File: src/rtl/bnn_sequencer.sv
// Host-side sequencer for tiny_bnn: serialises parameter bytes onto param_in,
// presents inference input as two nibble bank phases, and returns the captured bnn_out.
module bnn_sequencer #(
  parameter int PARAM_BITS = 64,
  parameter int SETTLE     = 1
) (
  input  logic       clk,
  input  logic       reset,
  input  logic       cfg_start,
  input  logic [7:0] cfg_byte,
  input  logic       cfg_valid,
  output logic       cfg_ready,
  output logic       params_loaded,
  input  logic [7:0] x_data,
  input  logic       x_valid,
  output logic       x_ready,
  output logic [7:0] y_data,
  output logic       y_valid,
  input  logic       y_ready,
  output logic       busy,
  output logic       bnn_setup,
  output logic       bnn_param_in,
  output logic       bnn_x_bank_hi,
  output logic [3:0] bnn_x,
  input  logic [7:0] bnn_out
);

  localparam int BYTES = PARAM_BITS / 8;
  localparam int BW    = $clog2(BYTES + 1);

  localparam logic [2:0] IDLE   = 3'd0;
  localparam logic [2:0] LOAD   = 3'd1;
  localparam logic [2:0] READY  = 3'd2;
  localparam logic [2:0] X_LO   = 3'd3;
  localparam logic [2:0] X_HI   = 3'd4;
  localparam logic [2:0] WAIT   = 3'd5;
  localparam logic [2:0] RESULT = 3'd6;

  logic [2:0]    state, state_n;
  logic [BW-1:0] bytes_left, bytes_left_n;
  logic [2:0]    bit_cnt, bit_cnt_n;
  logic [7:0]    shreg, shreg_n;
  logic [3:0]    x_hi, x_hi_n;
  logic [3:0]    wait_cnt, wait_n;
  logic          x_ready_q;
  logic          setup_n, param_n, loaded_n, bank_n, y_valid_n;
  logic [3:0]    x_n;
  logic [7:0]    y_data_n;
  logic          cfg_hs, x_hs;

  // A simultaneous cfg_start must withdraw the READY-state x_ready so the
  // host never sees an input handshake that the load then discards.
  assign x_ready = x_ready_q & ~cfg_start;
  assign cfg_hs  = cfg_valid & cfg_ready;
  assign x_hs    = x_valid & x_ready;

  always_comb begin
    state_n      = state;
    bytes_left_n = bytes_left;
    bit_cnt_n    = bit_cnt;
    shreg_n      = shreg;
    x_hi_n       = x_hi;
    wait_n       = wait_cnt;
    setup_n      = 1'b0;
    param_n      = 1'b0;
    loaded_n     = params_loaded;
    bank_n       = bnn_x_bank_hi;
    x_n          = bnn_x;
    y_data_n     = y_data;
    y_valid_n    = y_valid;
    case (state)
      IDLE, READY: begin
        if (cfg_start) begin
          state_n      = LOAD;
          loaded_n     = 1'b0;
          bytes_left_n = BW'(BYTES);
          bit_cnt_n    = '0;
        end else if (x_hs) begin
          state_n = X_LO;
          bank_n  = 1'b0;
          x_n     = x_data[3:0];
          x_hi_n  = x_data[7:4];
        end
      end
      LOAD: begin
        // bit_cnt counts bits still to be driven after the one now on param_in,
        // so a byte accepted during the last bit keeps the stream gapless.
        if (cfg_hs) begin
          setup_n      = 1'b1;
          param_n      = cfg_byte[7];
          shreg_n      = {cfg_byte[6:0], 1'b0};
          bit_cnt_n    = 3'd7;
          bytes_left_n = bytes_left - BW'(1);
        end else if (bit_cnt != '0) begin
          setup_n   = 1'b1;
          param_n   = shreg[7];
          shreg_n   = {shreg[6:0], 1'b0};
          bit_cnt_n = bit_cnt - 3'd1;
        end else if (bytes_left == '0) begin
          state_n  = READY;
          loaded_n = 1'b1;
        end
      end
      X_LO: begin
        state_n = X_HI;
        bank_n  = 1'b1;
        x_n     = x_hi;
      end
      X_HI: begin
        if (SETTLE == 0) begin
          state_n   = RESULT;
          y_data_n  = bnn_out;
          y_valid_n = 1'b1;
        end else begin
          state_n = WAIT;
          wait_n  = 4'(SETTLE) - 4'd1;
        end
      end
      WAIT: begin
        if (wait_cnt == '0) begin
          state_n   = RESULT;
          y_data_n  = bnn_out;
          y_valid_n = 1'b1;
        end else begin
          wait_n = wait_cnt - 4'd1;
        end
      end
      RESULT: begin
        if (y_ready) begin
          state_n   = READY;
          y_valid_n = 1'b0;
          bank_n    = 1'b0;
          x_n       = '0;
        end
      end
      default: state_n = IDLE;
    endcase
  end

  always_ff @(posedge clk) begin
    if (reset) begin
      state         <= IDLE;
      bytes_left    <= '0;
      bit_cnt       <= '0;
      shreg         <= '0;
      x_hi          <= '0;
      wait_cnt      <= '0;
      cfg_ready     <= 1'b0;
      x_ready_q     <= 1'b0;
      busy          <= 1'b0;
      params_loaded <= 1'b0;
      bnn_setup     <= 1'b0;
      bnn_param_in  <= 1'b0;
      bnn_x_bank_hi <= 1'b0;
      bnn_x         <= '0;
      y_data        <= '0;
      y_valid       <= 1'b0;
    end else begin
      state         <= state_n;
      bytes_left    <= bytes_left_n;
      bit_cnt       <= bit_cnt_n;
      shreg         <= shreg_n;
      x_hi          <= x_hi_n;
      wait_cnt      <= wait_n;
      cfg_ready     <= (state_n == LOAD) && (bytes_left_n != '0) && (bit_cnt_n == '0);
      x_ready_q     <= (state_n == READY);
      busy          <= (state_n != IDLE) && (state_n != READY);
      params_loaded <= loaded_n;
      bnn_setup     <= setup_n;
      bnn_param_in  <= param_n;
      bnn_x_bank_hi <= bank_n;
      bnn_x         <= x_n;
      y_data        <= y_data_n;
      y_valid       <= y_valid_n;
    end
  end

endmodule
File: config.mk
export PLATFORM = sky130hd
export DESIGN_NAME = bnn_sequencer
export DESIGN_NICKNAME = d
export VERILOG_FILES = /design/src/rtl/bnn_sequencer.sv
export SDC_FILE = /design/constraint.sdc
export NUM_CORES = 1
export LEC_CHECK = 0
export CAP_MARGIN = 20
export CORE_UTILIZATION = 49
export DETAILED_ROUTE_END_ITERATION = 10
export PLACE_DENSITY = 0.9
export SYNTH_ARGS = -nofsm -noshare
export SYNTH_HDL_FRONTEND = slang
export SYNTH_SLANG_ARGS = --single-unit
File: constraint.sdc
create_clock -name clk -period 2.41 [get_ports clk]
set_input_delay 0.241 -clock clk [delete_from_list [all_inputs] [get_ports clk]]
set_output_delay 0.241 -clock clk [all_outputs]
set_load 0.1 [all_outputs]
==> run metrics, run 1 <==
Gates resized, CTS repair 0; Slew Limit Headroom 58.2%; post-synthesis register bit count 45; Post-Syn Area per Cell 8.24 um^2; maxcap violations 0; Worst Setup Path Type register to register; final-report setup violation count 0; relative contribution of sequential cells to total power 45.8%; # nets final 346; layout cell share with drive strength beyond 1 13.5%; pins over their slew limit 0; slew at the pin with the worst max-slew slack 0.627 ns; unrepaired setup endpoints after global routing false; critical path fanouts, max 7; number of design-rule violations left by the first detailed-router iteration 175; CP endpoint kind register; Post-DP HPWL 3.70 mm; cell depth of the worst hold path 2; width of the chip 68.1 um; RePlAce Congestion 0.909; outcome finished, final reports clean; Worst EP arrival 2.44 ns; area of the mapped netlist 0.00214 mm^2; GRT Total Usage 23.7%; vias 2,026; total nets after synthesis 295; vias in the first global route 1,907; main area contributors after synthesis sky130_fd_sc_hd__dfxtp_1 (42%), sky130_fd_sc_hd__nor2_1 (6.3%), sky130_fd_sc_hd__mux2i_1 (6.1%); overflow left after global routing 0; total placed cells including tap cells 354; clock transition at the register clock pins on the worst setup and hold paths after CTS 0.09 ns; areal power density over the cells 626 mW/mm^2; part of the total power dissipated in combinational logic 20.6%; number of nets still failing antenna checks after routing 0; number of failing hold endpoints at the final stage 0; num rows 23; wire per inst 13.8 um; first-pass GRT wire length 8.12 mm; Yosys top cell area share 42.0%; Setup Total Neg Slack 0 ns; kind of start point of the critical path register; standard cell with the maximum stage delay on the critical path sky130_fd_sc_hd__or4_4; share of the cycle needed by the critical path after routing 91.9%; maximum clock frequency 451 MHz; largest area contributor in the netlist sky130_fd_sc_hd__dfxtp_1; CP Data Required Time 2.63 ns; clock net sink count 45; Clock Skews 0.0122 ns; final critical delay including setup and external delays 2.22 ns; initial antenna violation count 0; maximum root-to-sink buffer count 2; design internal power 1.25 mW; Skew-Pair Late Insertion Delay 0.30 ns; H-tree depth 2; Syn. warnings 0; standby leakage power 1.15 nW; effective utilization at floorplan 52.4%; Worst IR Drop VDD 0.378 mV; Net Switching 0.489 mW; CP Cell Sequence inv_1 > ha_1 > nor2b_1 > a21o_1 > a31oi_1 > or4_4 > a311oi_2; maximum number of pins on one net before global-route repair 18; remaining routing DRC violations 0; Die Ht 68.1 um; Cell variety after synth 43; number of iterations in the first detailed-routing pass 4; Hold Path Class register to register; number of buffers inserted for hold repair after clock tree synthesis 0; number of fill cells in the layout 350; clock tree from TritonCTS done; via count normalized by instance count 5.60; cell at the root of the clock tree sky130_fd_sc_hd__clkbuf_8; Worst Reg2Reg Path Length in Cells 7; switching part of the total 28.1%; total CTS buffers 5; number of standard cells in the layout, taps in and fillers out 362; Top-Level Pins 50; number of inserted diodes 0; core footprint 0.00409 mm^2; part of the Yosys area used for sequential elements 42.0%; # Post-CTS Setup Buffers 0; Total Die Area 0.00464 mm^2; buffers added on ports 49; DRT Wirelength 4.99 mm; gate count after technology mapping 260; area grow syn2layout 29.4%; Clock power frac 33.6%; stage delay of the slowest cell on the critical path 0.52 ns
worst max-delay path: cells and delay by family (launching register included):
family                   cells  cell delay, ns
AO/OA/AOI/OAI                3            0.57
adder cells (fa/ha/maj)      1            0.15
buffers and inverters        1            0.10
flip-flops                   1            0.36
AND/OR/NAND/NOR              2            0.96
cell families after synthesis:
logic type | share of synthesized area (%)
and+or+nand+nor | 23.7
AOI/OAI and AO/OA | 19.3
DFF | 42.0
buffers and inverters | 5.14
muxes | 6.07
adders and majority gates | 2.92
xor gates and xnor gates | 0.817
path summary, 6_finish.rpt:
kind,from,slack (ns),endpoint
worst min-delay path,params_loaded,0.46,params_loaded
worst min register to register,params_loaded,0.46,params_loaded
worst max-delay path,bit_cnt[0],0.19,cfg_ready
worst max register to register,bit_cnt[0],0.19,cfg_ready
state kept, by name, summed over array words and instances, names as in the netlist, 3 cells and up:
register    cells
bit_cnt         3
wait_cnt        4
state           3
y_data          8
bnn_x           4
x_hi            4
shreg           7
bytes_left      4
cell usage after synthesis (all sizes together):
library cell,number
nand2,33
nand3,7
a32oi,1
nand4bb,1
nor2,36
nand4,1
xor2,1
o221ai,2
and2,2
or4,1
and2b,1
or3,1
nor2b,4
mux2i,13
a21oi,17
o21ai,13
and3b,2
a32o,1
xnor2,1
or2b,1
nor3b,3
dfxtp,45
a211oi,1
nor4,2
o21a,1
o32ai,1
clkbuf,9
o21bai,1
nand2b,3
or3b,2
ha,5
a21o,4
a22oi,9
a311oi,7
nor3,6
inv,10
buf,7
a31oi,5
metal layers:
metal / share of wire [%] / wire length, um / global-route usage (%) / vias up
met1: 44 / 2210 / 28.7 / 934
met2: 47 / 2370 / 38.5 / 74
met4: 1.8 / 89 / 10.2 / 0
met3: 6.6 / 329 / 7.50 / 6
li1: - / - / - / 1012
met5: 0 / 0 / 0 / -
final cells by class:
class | instances | area (um^2) | share of cell area, %
multi-input cells | 189 | 1130 | 40.8
flip-flops and latches | 45 | 901 | 32.5
repair buffers | 60 | 523 | 18.9
clock buffers | 7 | 86.3 | 3.11
well taps | 50 | 62.6 | 2.26
inverters | 10 | 37.5 | 1.35
clock inverters | 1 | 30.0 | 1.08
stage by stage:
stage	setup slack, ns	area (um^2)	total power, mW	utilization, %	hold WS, ns
after CTS	0.205	2770	1.74	67.9	0.461
after global routing	0.0684	2770	1.81	67.9	0.471
after global placement	0.247	2660	1.16	65.0	0.429
after detailed placement	0.197	2660	1.16	65.0	0.449
after floorplan	0.0303	2140	1.05	-	0.385
final	0.194	2770	1.74	67.9	0.456
power by group through the flow:
stage,combinational (mW),clock (mW),sequential (mW)
finish,0.358,0.584,0.795
global route,0.385,0.627,0.800
CTS,0.354,0.594,0.795
detailed placement,0.352,0,0.812
global placement,0.345,0,0.810
floorplan,0.172,0,0.873
cell usage in the layout, fill, tap and decap left out, drive strengths merged, types with 2 or more instances in the layout:
| master | netlist | layout |
|---|---|---|
| a21o | 4 | 4 |
| a21oi | 17 | 17 |
| a22oi | 9 | 9 |
| a311oi | 7 | 7 |
| a31oi | 5 | 5 |
| and2 | 2 | 2 |
| and3b | 2 | 2 |
| buf | 7 | 31 |
| clkbuf | 9 | 7 |
| clkdlybuf4s50 | 0 | 29 |
| dfxtp | 45 | 45 |
| ha | 5 | 5 |
| inv | 10 | 10 |
| mux2i | 13 | 13 |
| nand2 | 33 | 33 |
| nand2b | 3 | 3 |
| nand3 | 7 | 7 |
| nor2 | 36 | 36 |
| nor2b | 4 | 4 |
| nor3 | 6 | 6 |
| nor3b | 3 | 3 |
| nor4 | 2 | 2 |
| o21ai | 13 | 13 |
| o221ai | 2 | 2 |
| or3b | 2 | 2 |
(Power assumes the default switching activity.)
==> run 2: changes to the inputs <==
Settings changed: ABC_CLOCK_PERIOD_IN_PS set to 2410.
==> results of run 2 <==
No change in the layout: final DEF, timing and power equal those of run 1.
